<file path="config.mk">
export PLATFORM = sky130hd
export DESIGN_NAME = btn_irq_ctrl_flat
export DESIGN_NICKNAME = d
export VERILOG_FILES = /design/src/rtl/btn_irq_ctrl_if.sv /design/src/rtl/btn_irq_ctrl.sv /design/src/flat_wrapper.sv
export SDC_FILE = /design/constraint.sdc
export NUM_CORES = 1
export LEC_CHECK = 0
export ABC_AREA = 0
export BUFFER_PORTS_ARGS = -buffer_cell sky130_fd_sc_hd__buf_2
export CAP_MARGIN = 30
export CORE_UTILIZATION = 50
export CTS_CLUSTER_DIAMETER = 30
export DETAILED_ROUTE_END_ITERATION = 7
export PLACE_DENSITY_LB_ADDON = 0.08
export SYNTH_ARGS = -nofsm -noshare
export SYNTH_HDL_FRONTEND = slang
export SYNTH_SLANG_ARGS = --single-unit
</file>
<file path="constraint.sdc">
create_clock -name Bus2IP_Clk -period 2 [get_ports Bus2IP_Clk]
set_input_delay 0.1 -clock Bus2IP_Clk [delete_from_list [all_inputs] [get_ports Bus2IP_Clk]]
set_output_delay 0.1 -clock Bus2IP_Clk [all_outputs]
set_load 0.01 [all_outputs]
</file>
<file path="src/rtl/btn_irq_ctrl_if.sv">
// IPIF slave bus bundle between the bus attachment and btn_irq_ctrl.
// The master modport is the bus side and the slave modport is the peripheral side.
interface btn_irq_ctrl_if #(
    parameter int DW = 32,
    parameter int NR = 4
);
    logic [DW-1:0]   Bus2IP_Data;
    logic [DW/8-1:0] Bus2IP_BE;
    logic [NR-1:0]   Bus2IP_RdCE;
    logic [NR-1:0]   Bus2IP_WrCE;
    logic [DW-1:0]   IP2Bus_Data;
    logic            IP2Bus_RdAck;
    logic            IP2Bus_WrAck;
    logic            IP2Bus_Error;

    modport master (
        output Bus2IP_Data,
        output Bus2IP_BE,
        output Bus2IP_RdCE,
        output Bus2IP_WrCE,
        input  IP2Bus_Data,
        input  IP2Bus_RdAck,
        input  IP2Bus_WrAck,
        input  IP2Bus_Error
    );

    modport slave (
        input  Bus2IP_Data,
        input  Bus2IP_BE,
        input  Bus2IP_RdCE,
        input  Bus2IP_WrCE,
        output IP2Bus_Data,
        output IP2Bus_RdAck,
        output IP2Bus_WrAck,
        output IP2Bus_Error
    );
endinterface

</file>
<file path="src/rtl/btn_irq_ctrl.sv">
// Push-button peripheral: synchroniser, debouncer, edge latch (W1C ISR) and level irq.
// Define BTN_GIE_EN to make IER[31] a global interrupt enable.
module btn_irq_ctrl #(
    parameter int C_SLV_DWIDTH      = 32,
    parameter int C_NUM_REG         = 4,
    parameter int C_NUM_BTN         = 3,
    parameter int C_DEBOUNCE_CYCLES = 250000,
    parameter int C_SYNC_STAGES     = 2
) (
    input  logic                 Bus2IP_Clk,
    input  logic                 Bus2IP_Reset,
    btn_irq_ctrl_if.slave        bus,
    input  logic [C_NUM_BTN-1:0] btn,
    output logic                 irq
);

    localparam int CW = $clog2(C_DEBOUNCE_CYCLES);
    localparam logic [CW-1:0] CNT_LAST = CW'(C_DEBOUNCE_CYCLES - 1);
    localparam int NB = C_NUM_BTN;

    logic [C_SYNC_STAGES-1:0][NB-1:0] sync_q;
    logic [NB-1:0] s;
    logic [CW-1:0] cnt_q [NB];
    logic [NB-1:0] stable_q;
    logic [NB-1:0] evt_q;

    logic [NB-1:0] ier_q;
    logic [NB-1:0] isr_q;
    logic [NB-1:0] edge_q;
    logic          gie;

    logic [C_SLV_DWIDTH-1:0] wmask;
    logic [NB-1:0]           wd;
    logic [NB-1:0]           wm;
    logic [NB-1:0]           isr_clr;
    logic [C_SLV_DWIDTH-1:0] ier_rd;
    logic [C_SLV_DWIDTH-1:0] rdata;
    logic                    unused_bits;

    always_comb begin
        wmask = '0;
        for (int k = 0; k < C_SLV_DWIDTH / 8; k++) begin
            wmask[8*k +: 8] = {8{bus.Bus2IP_BE[k]}};
        end
    end

    assign wd = bus.Bus2IP_Data[NB-1:0];
    assign wm = wmask[NB-1:0];
    assign unused_bits = &{1'b0, bus.Bus2IP_Data[C_SLV_DWIDTH-1:NB],
                           wmask[C_SLV_DWIDTH-1:NB]};

    always_ff @(posedge Bus2IP_Clk) begin
        if (Bus2IP_Reset) begin
            sync_q <= '0;
        end else begin
            sync_q[0] <= btn;
            for (int i = 1; i < C_SYNC_STAGES; i++) begin
                sync_q[i] <= sync_q[i-1];
            end
        end
    end

    assign s = sync_q[C_SYNC_STAGES-1];

    // evt_q marks an accepted level change, so ISR sets one clock after STATE
    always_ff @(posedge Bus2IP_Clk) begin
        if (Bus2IP_Reset) begin
            for (int i = 0; i < NB; i++) begin
                cnt_q[i] <= '0;
            end
            stable_q <= '0;
            evt_q    <= '0;
        end else begin
            evt_q <= '0;
            for (int i = 0; i < NB; i++) begin
                if (s[i] == stable_q[i]) begin
                    cnt_q[i] <= '0;
                end else if (cnt_q[i] == CNT_LAST) begin
                    cnt_q[i]    <= '0;
                    stable_q[i] <= s[i];
                    evt_q[i]    <= s[i] | edge_q[i];
                end else begin
                    cnt_q[i] <= cnt_q[i] + CW'(1);
                end
            end
        end
    end

    assign isr_clr = bus.Bus2IP_WrCE[1] ? (wd & wm) : '0;

    always_ff @(posedge Bus2IP_Clk) begin
        if (Bus2IP_Reset) begin
            ier_q  <= '0;
            isr_q  <= '0;
            edge_q <= '0;
        end else begin
            if (bus.Bus2IP_WrCE[0]) begin
                ier_q <= (ier_q & ~wm) | (wd & wm);
            end
            if (bus.Bus2IP_WrCE[3]) begin
                edge_q <= (edge_q & ~wm) | (wd & wm);
            end
            isr_q <= (isr_q & ~isr_clr) | evt_q;
        end
    end

`ifdef BTN_GIE_EN
    logic gie_q;

    always_ff @(posedge Bus2IP_Clk) begin
        if (Bus2IP_Reset) begin
            gie_q <= 1'b0;
        end else if (bus.Bus2IP_WrCE[0] && bus.Bus2IP_BE[C_SLV_DWIDTH/8-1]) begin
            gie_q <= bus.Bus2IP_Data[C_SLV_DWIDTH-1];
        end
    end

    assign gie = gie_q;
`else
    assign gie = 1'b1;
`endif

    always_ff @(posedge Bus2IP_Clk) begin
        if (Bus2IP_Reset) begin
            irq <= 1'b0;
        end else begin
            irq <= gie & (|(isr_q & ier_q));
        end
    end

`ifdef BTN_GIE_EN
    assign ier_rd = C_SLV_DWIDTH'(ier_q) | {gie, {(C_SLV_DWIDTH-1){1'b0}}};
`else
    assign ier_rd = C_SLV_DWIDTH'(ier_q);
`endif

    always_comb begin
        rdata = '0;
        unique case (1'b1)
            bus.Bus2IP_RdCE[0]: rdata = ier_rd;
            bus.Bus2IP_RdCE[1]: rdata = C_SLV_DWIDTH'(isr_q);
            bus.Bus2IP_RdCE[2]: rdata = C_SLV_DWIDTH'(stable_q);
            bus.Bus2IP_RdCE[3]: rdata = C_SLV_DWIDTH'(edge_q);
            default:            rdata = '0;
        endcase
    end

    assign bus.IP2Bus_Data  = rdata;
    assign bus.IP2Bus_RdAck = |bus.Bus2IP_RdCE;
    assign bus.IP2Bus_WrAck = |bus.Bus2IP_WrCE;
    assign bus.IP2Bus_Error = bus.Bus2IP_WrCE[2];

endmodule

</file>
<file path="src/flat_wrapper.sv">
// flat-port wrapper written by rule: the top's interface ports become plain ports
module btn_irq_ctrl_flat 
#(
    parameter int C_SLV_DWIDTH      = 32,
    parameter int C_NUM_REG         = 4,
    parameter int C_NUM_BTN         = 3,
    parameter int C_DEBOUNCE_CYCLES = 250000,
    parameter int C_SYNC_STAGES     = 2
)
  (Bus2IP_Clk, Bus2IP_Reset, btn, irq, bus_Bus2IP_Data, bus_Bus2IP_BE, bus_Bus2IP_RdCE, bus_Bus2IP_WrCE, bus_IP2Bus_Data, bus_IP2Bus_RdAck, bus_IP2Bus_WrAck, bus_IP2Bus_Error);
  btn_irq_ctrl_if bus_i ();
  input  logic Bus2IP_Clk;
  input  logic Bus2IP_Reset;
  input  logic [C_NUM_BTN-1:0] btn;
  output logic irq;
  input wire logic [$bits(bus_i.Bus2IP_Data)-1:0] bus_Bus2IP_Data;
  input wire logic [$bits(bus_i.Bus2IP_BE)-1:0] bus_Bus2IP_BE;
  input wire logic [$bits(bus_i.Bus2IP_RdCE)-1:0] bus_Bus2IP_RdCE;
  input wire logic [$bits(bus_i.Bus2IP_WrCE)-1:0] bus_Bus2IP_WrCE;
  output wire logic [$bits(bus_i.IP2Bus_Data)-1:0] bus_IP2Bus_Data;
  output wire logic [$bits(bus_i.IP2Bus_RdAck)-1:0] bus_IP2Bus_RdAck;
  output wire logic [$bits(bus_i.IP2Bus_WrAck)-1:0] bus_IP2Bus_WrAck;
  output wire logic [$bits(bus_i.IP2Bus_Error)-1:0] bus_IP2Bus_Error;
  assign bus_i.Bus2IP_Data = bus_Bus2IP_Data;
  assign bus_i.Bus2IP_BE = bus_Bus2IP_BE;
  assign bus_i.Bus2IP_RdCE = bus_Bus2IP_RdCE;
  assign bus_i.Bus2IP_WrCE = bus_Bus2IP_WrCE;
  assign bus_IP2Bus_Data = bus_i.IP2Bus_Data;
  assign bus_IP2Bus_RdAck = bus_i.IP2Bus_RdAck;
  assign bus_IP2Bus_WrAck = bus_i.IP2Bus_WrAck;
  assign bus_IP2Bus_Error = bus_i.IP2Bus_Error;
  btn_irq_ctrl #(.C_SLV_DWIDTH(C_SLV_DWIDTH), .C_NUM_REG(C_NUM_REG), .C_NUM_BTN(C_NUM_BTN), .C_DEBOUNCE_CYCLES(C_DEBOUNCE_CYCLES), .C_SYNC_STAGES(C_SYNC_STAGES)) u_core (.Bus2IP_Clk(Bus2IP_Clk), .Bus2IP_Reset(Bus2IP_Reset), .bus(bus_i), .btn(btn), .irq(irq));
endmodule
</file>
==> impl_results.md <==
* Share of total power in sequential cells at 53.6%
* Vias per Instance at 4.97
* Bufs on Longest Clock Path at 2
* Worst-path fanout max at 4
* Cells along the critical path: or4b_1, or4_4, or2_4, nor4b_1
* Status: finished with violations
* First-pass GRT wire length at 12800 um
* Grt total ovfl at 0
* Nets at 563
* CTS sink cnt at 76
* GP Congestion at 0.800
* Average size of a mapped cell at 9.90 um^2
* Layout area overhead at 19.1%
* Die span in x at 92.3 um
* Hold Crit Class: primary input to flip-flop
* Placed cell count at 594
* Post-synth top area share at 39.8%
* Comb pwr share at 6.7%
* CTS Buf Count at 9
* Root Driver: clkbuf_8
* Final setup skew at 0.00736 ns
* ANT cells at 0
* DR vias at 3071
* Final Max Slew Viols at 0
* Die height at 92.3 um
* CP required at 2.10 ns
* Tcrit/Tclk final at 101%
* Synth Register Bits at 76
* Pwr Density at 691 nW/um^2
* Setup total negative slack at -0.0111 ns
* Detail Route Antenna Nets at 0
* Post-DP HPWL at 5270 um
* Synth area leader: edfxtp_1
* I/O pins at 85
* Cell-internal power at 2600 uW
* Final setup viols at 1
* Setup crit start kind: flip-flop
* Clk_lat worst skew at 0.35 ns
* Sequential share of the synthesized area at 50.6%
* Post-route setup slack at -0.0111 ns
* Worst Reg2Reg Path Length in Cells at 4
* Hold Path Origin: bus_Bus2IP_Data[0]
* # DRC at 0
* Sw Pwr at 762 uW
* FMAX at 497 MHz
* Htree depth at 3
* Row cnt at 32
* Starting Density at 52.2%
* Ranking of synthesized cells by area: edfxtp_1 40%, dfxtp_1 11%, xnor2_1 7.7%, nor2_1 5.8%, buf_4 5.5%
* Die area at 8520 um^2
* Synth cell types at 41
* CP Capture Type: flip-flop
* Port Buffer Count at 23
* Max incr delay on CP at 0.53 ns
* Layout cells sized above 1 at 13.6%
* Finished Layout Cells at 618
* Vias in the first global route at 2852
* Fin. Hold Viols at 0
* Leak at 0.00178 uW
* Initial antenna violation count at 0
* Maxcap violations at 0
* TritonCTS clock tree: built
* Yosys warning count at 0
* Failing checks: negative setup slack
* Largest net degree at the start of global routing at 17
* DR iter-0 viols at 120
* Routed wire per std cell at 12.1 um
* VDD IR-drop max at 0.388 mV
* Unrepaired setup endpoints after global routing: yes
* GR Util All Layers at 19.0%
* Crit path DAT at 2.11 ns
* Worst setup path startpoint: u_core.cnt_q[2][5]
* Reg2reg start: u_core.cnt_q[2][5]
* Slowest cell on crit path: or4b_1
* Pre-antenna DRT Iters at 4
* Reg clk slew, reported paths at 0.08 ns
* Final wirelength at 7480 um
* Post-Syn Area at 4080 um^2
* Gate Count Post-Synth at 412
* Setup Crit Path Kind: flip-flop to flip-flop
* Clock share of power at 39.7%
* Sw frac at 22.7%
* Fin crit period at 2.01 ns
* Core area at 7810 um^2
* Worst Hold Depth at 3
* Fill count at 680
[metal layers]
layer	vias up	global-route usage (%)	routed length (um)
li1	1572	-	-
met1	1423	24.7	3530
met2	65	30.6	3540
met3	11	4.19	285
met4	0	8.20	125
met5	-	0	0
[cell type report]
type                            instances  area [um^2]  share of cell area, %
Tap cell                              102          128                   2.63
Timing Repair Buffer                   49          337                   6.93
Clock inverter                          2         15.0                  0.309
Multi-Input combinational cell        368         2060                   42.4
Clock buffer                           14          229                   4.72
Inverter                                7         26.3                  0.541
Sequential cell                        76         2060                   42.5
[placed cells by master (no fill, tap or decap), drive strengths merged, types with 2 or more instances in the layout]
cell,count
nor4,16
or2,3
nand2,25
or4b,2
mux2i,3
nor2,63
xnor2,36
or3,2
conb,83
a21oi,16
nor2b,6
ha,3
nand2b,7
xor2,8
nand3,32
a22oi,6
inv,8
buf,44
o21ai,2
and3,5
edfxtp,54
or4,7
o41ai,3
nor4b,3
nor3,12
nand3b,2
o31ai,3
dfxtp,22
nand4,15
clkbuf,14
dlygate4sd3,4
[flip-flops by register name (all words and copies together) (netlist names), named ones only]
register         flops
u_core.s             3
u_core.sync_q        3
u_core.cnt_q        54
u_core.stable_q      3
u_core.irq           1
u_core.isr_q         3
u_core.evt_q         3
[synthesized netlist by cell type, drive strengths merged]
cell type  instances
a22oi              6
nor4b              3
or3                2
and3               5
and2               1
o211a              1
nand3b             2
clkbuf            10
ha                 3
mux2i              3
o31ai              3
buf               32
or2                3
nand2b             7
dfxtp             22
nor3              12
inv                7
nor2b              6
a222oi             1
nand2             25
nand3             32
nand4             15
o21bai             1
edfxtp            54
or4b               2
o41ai              3
nor4              16
o21ai              2
a211oi             1
or4                7
xnor2             36
nor2              63
conb               2
xor2               8
a21oi             16
[worst paths after layout]
path / endpoint / slack (ns)
worst max-delay path: u_core.cnt_q[2][17] / -0.01
worst min-delay path: flip-flop / 0.03
worst max register to register: u_core.cnt_q[2][17] / -0.01
worst min register to register: u_core.isr_q[2] / 0.45
[worst max-delay path, delay by kind of cell, from the launching register on]
kind	cells	cell delay (ns)
flops	1	0.38
simple gates	4	1.38
[cells by family after synthesis]
| group | share of synthesized area (%) |
|---|---|
| xor gates and xnor gates | 9.45 |
| adders and majority gates | 0.921 |
| muxes | 0.736 |
| buffers and inverters | 7.49 |
| and+or+nand+nor | 24.8 |
| AOI/OAI and AO/OA | 5.83 |
| other | 0.184 |
| DFF | 50.6 |
[stage by stage]
stage | utilization (%) | hold slack [ns] | power, uW | setup slack, ns | instance area [um^2]
2_1_floorplan | - | 0.228 | 2010 | -0.0341 | 4400
3_3_place_gp | 57.8 | 0.307 | 2040 | 0.0290 | 4510
3_5_place_dp | 57.8 | 0.319 | 2040 | -0.0219 | 4510
4_1_cts | 61.5 | 0.0132 | 3390 | -0.0243 | 4800
5_1_grt | 62.2 | 0.0165 | 3500 | -0.0654 | 4860
6_report | 62.2 | 0.0262 | 3360 | -0.0111 | 4860
[power groups by stage]
stage	clock [uW]	combinational [uW]	sequential, uW
floorplan	0	193	1820
global placement	0	206	1830
detailed placement	0	208	1830
CTS	1380	216	1800
global route	1430	257	1810
finish	1330	225	1800
[repair_timing]
item | 4_1_cts | 5_1_grt
gates resized for setup | 0 | 3
buffers inserted | 0 | 3
hold buffers | 4 | 0
endpoints found under the setup margin | 1 | 42
gates cloned | 0 | 1
pin swaps | 0 | 1
endpoints found under the hold margin | 4 | 0
Power figures use the tool's default switching activity.
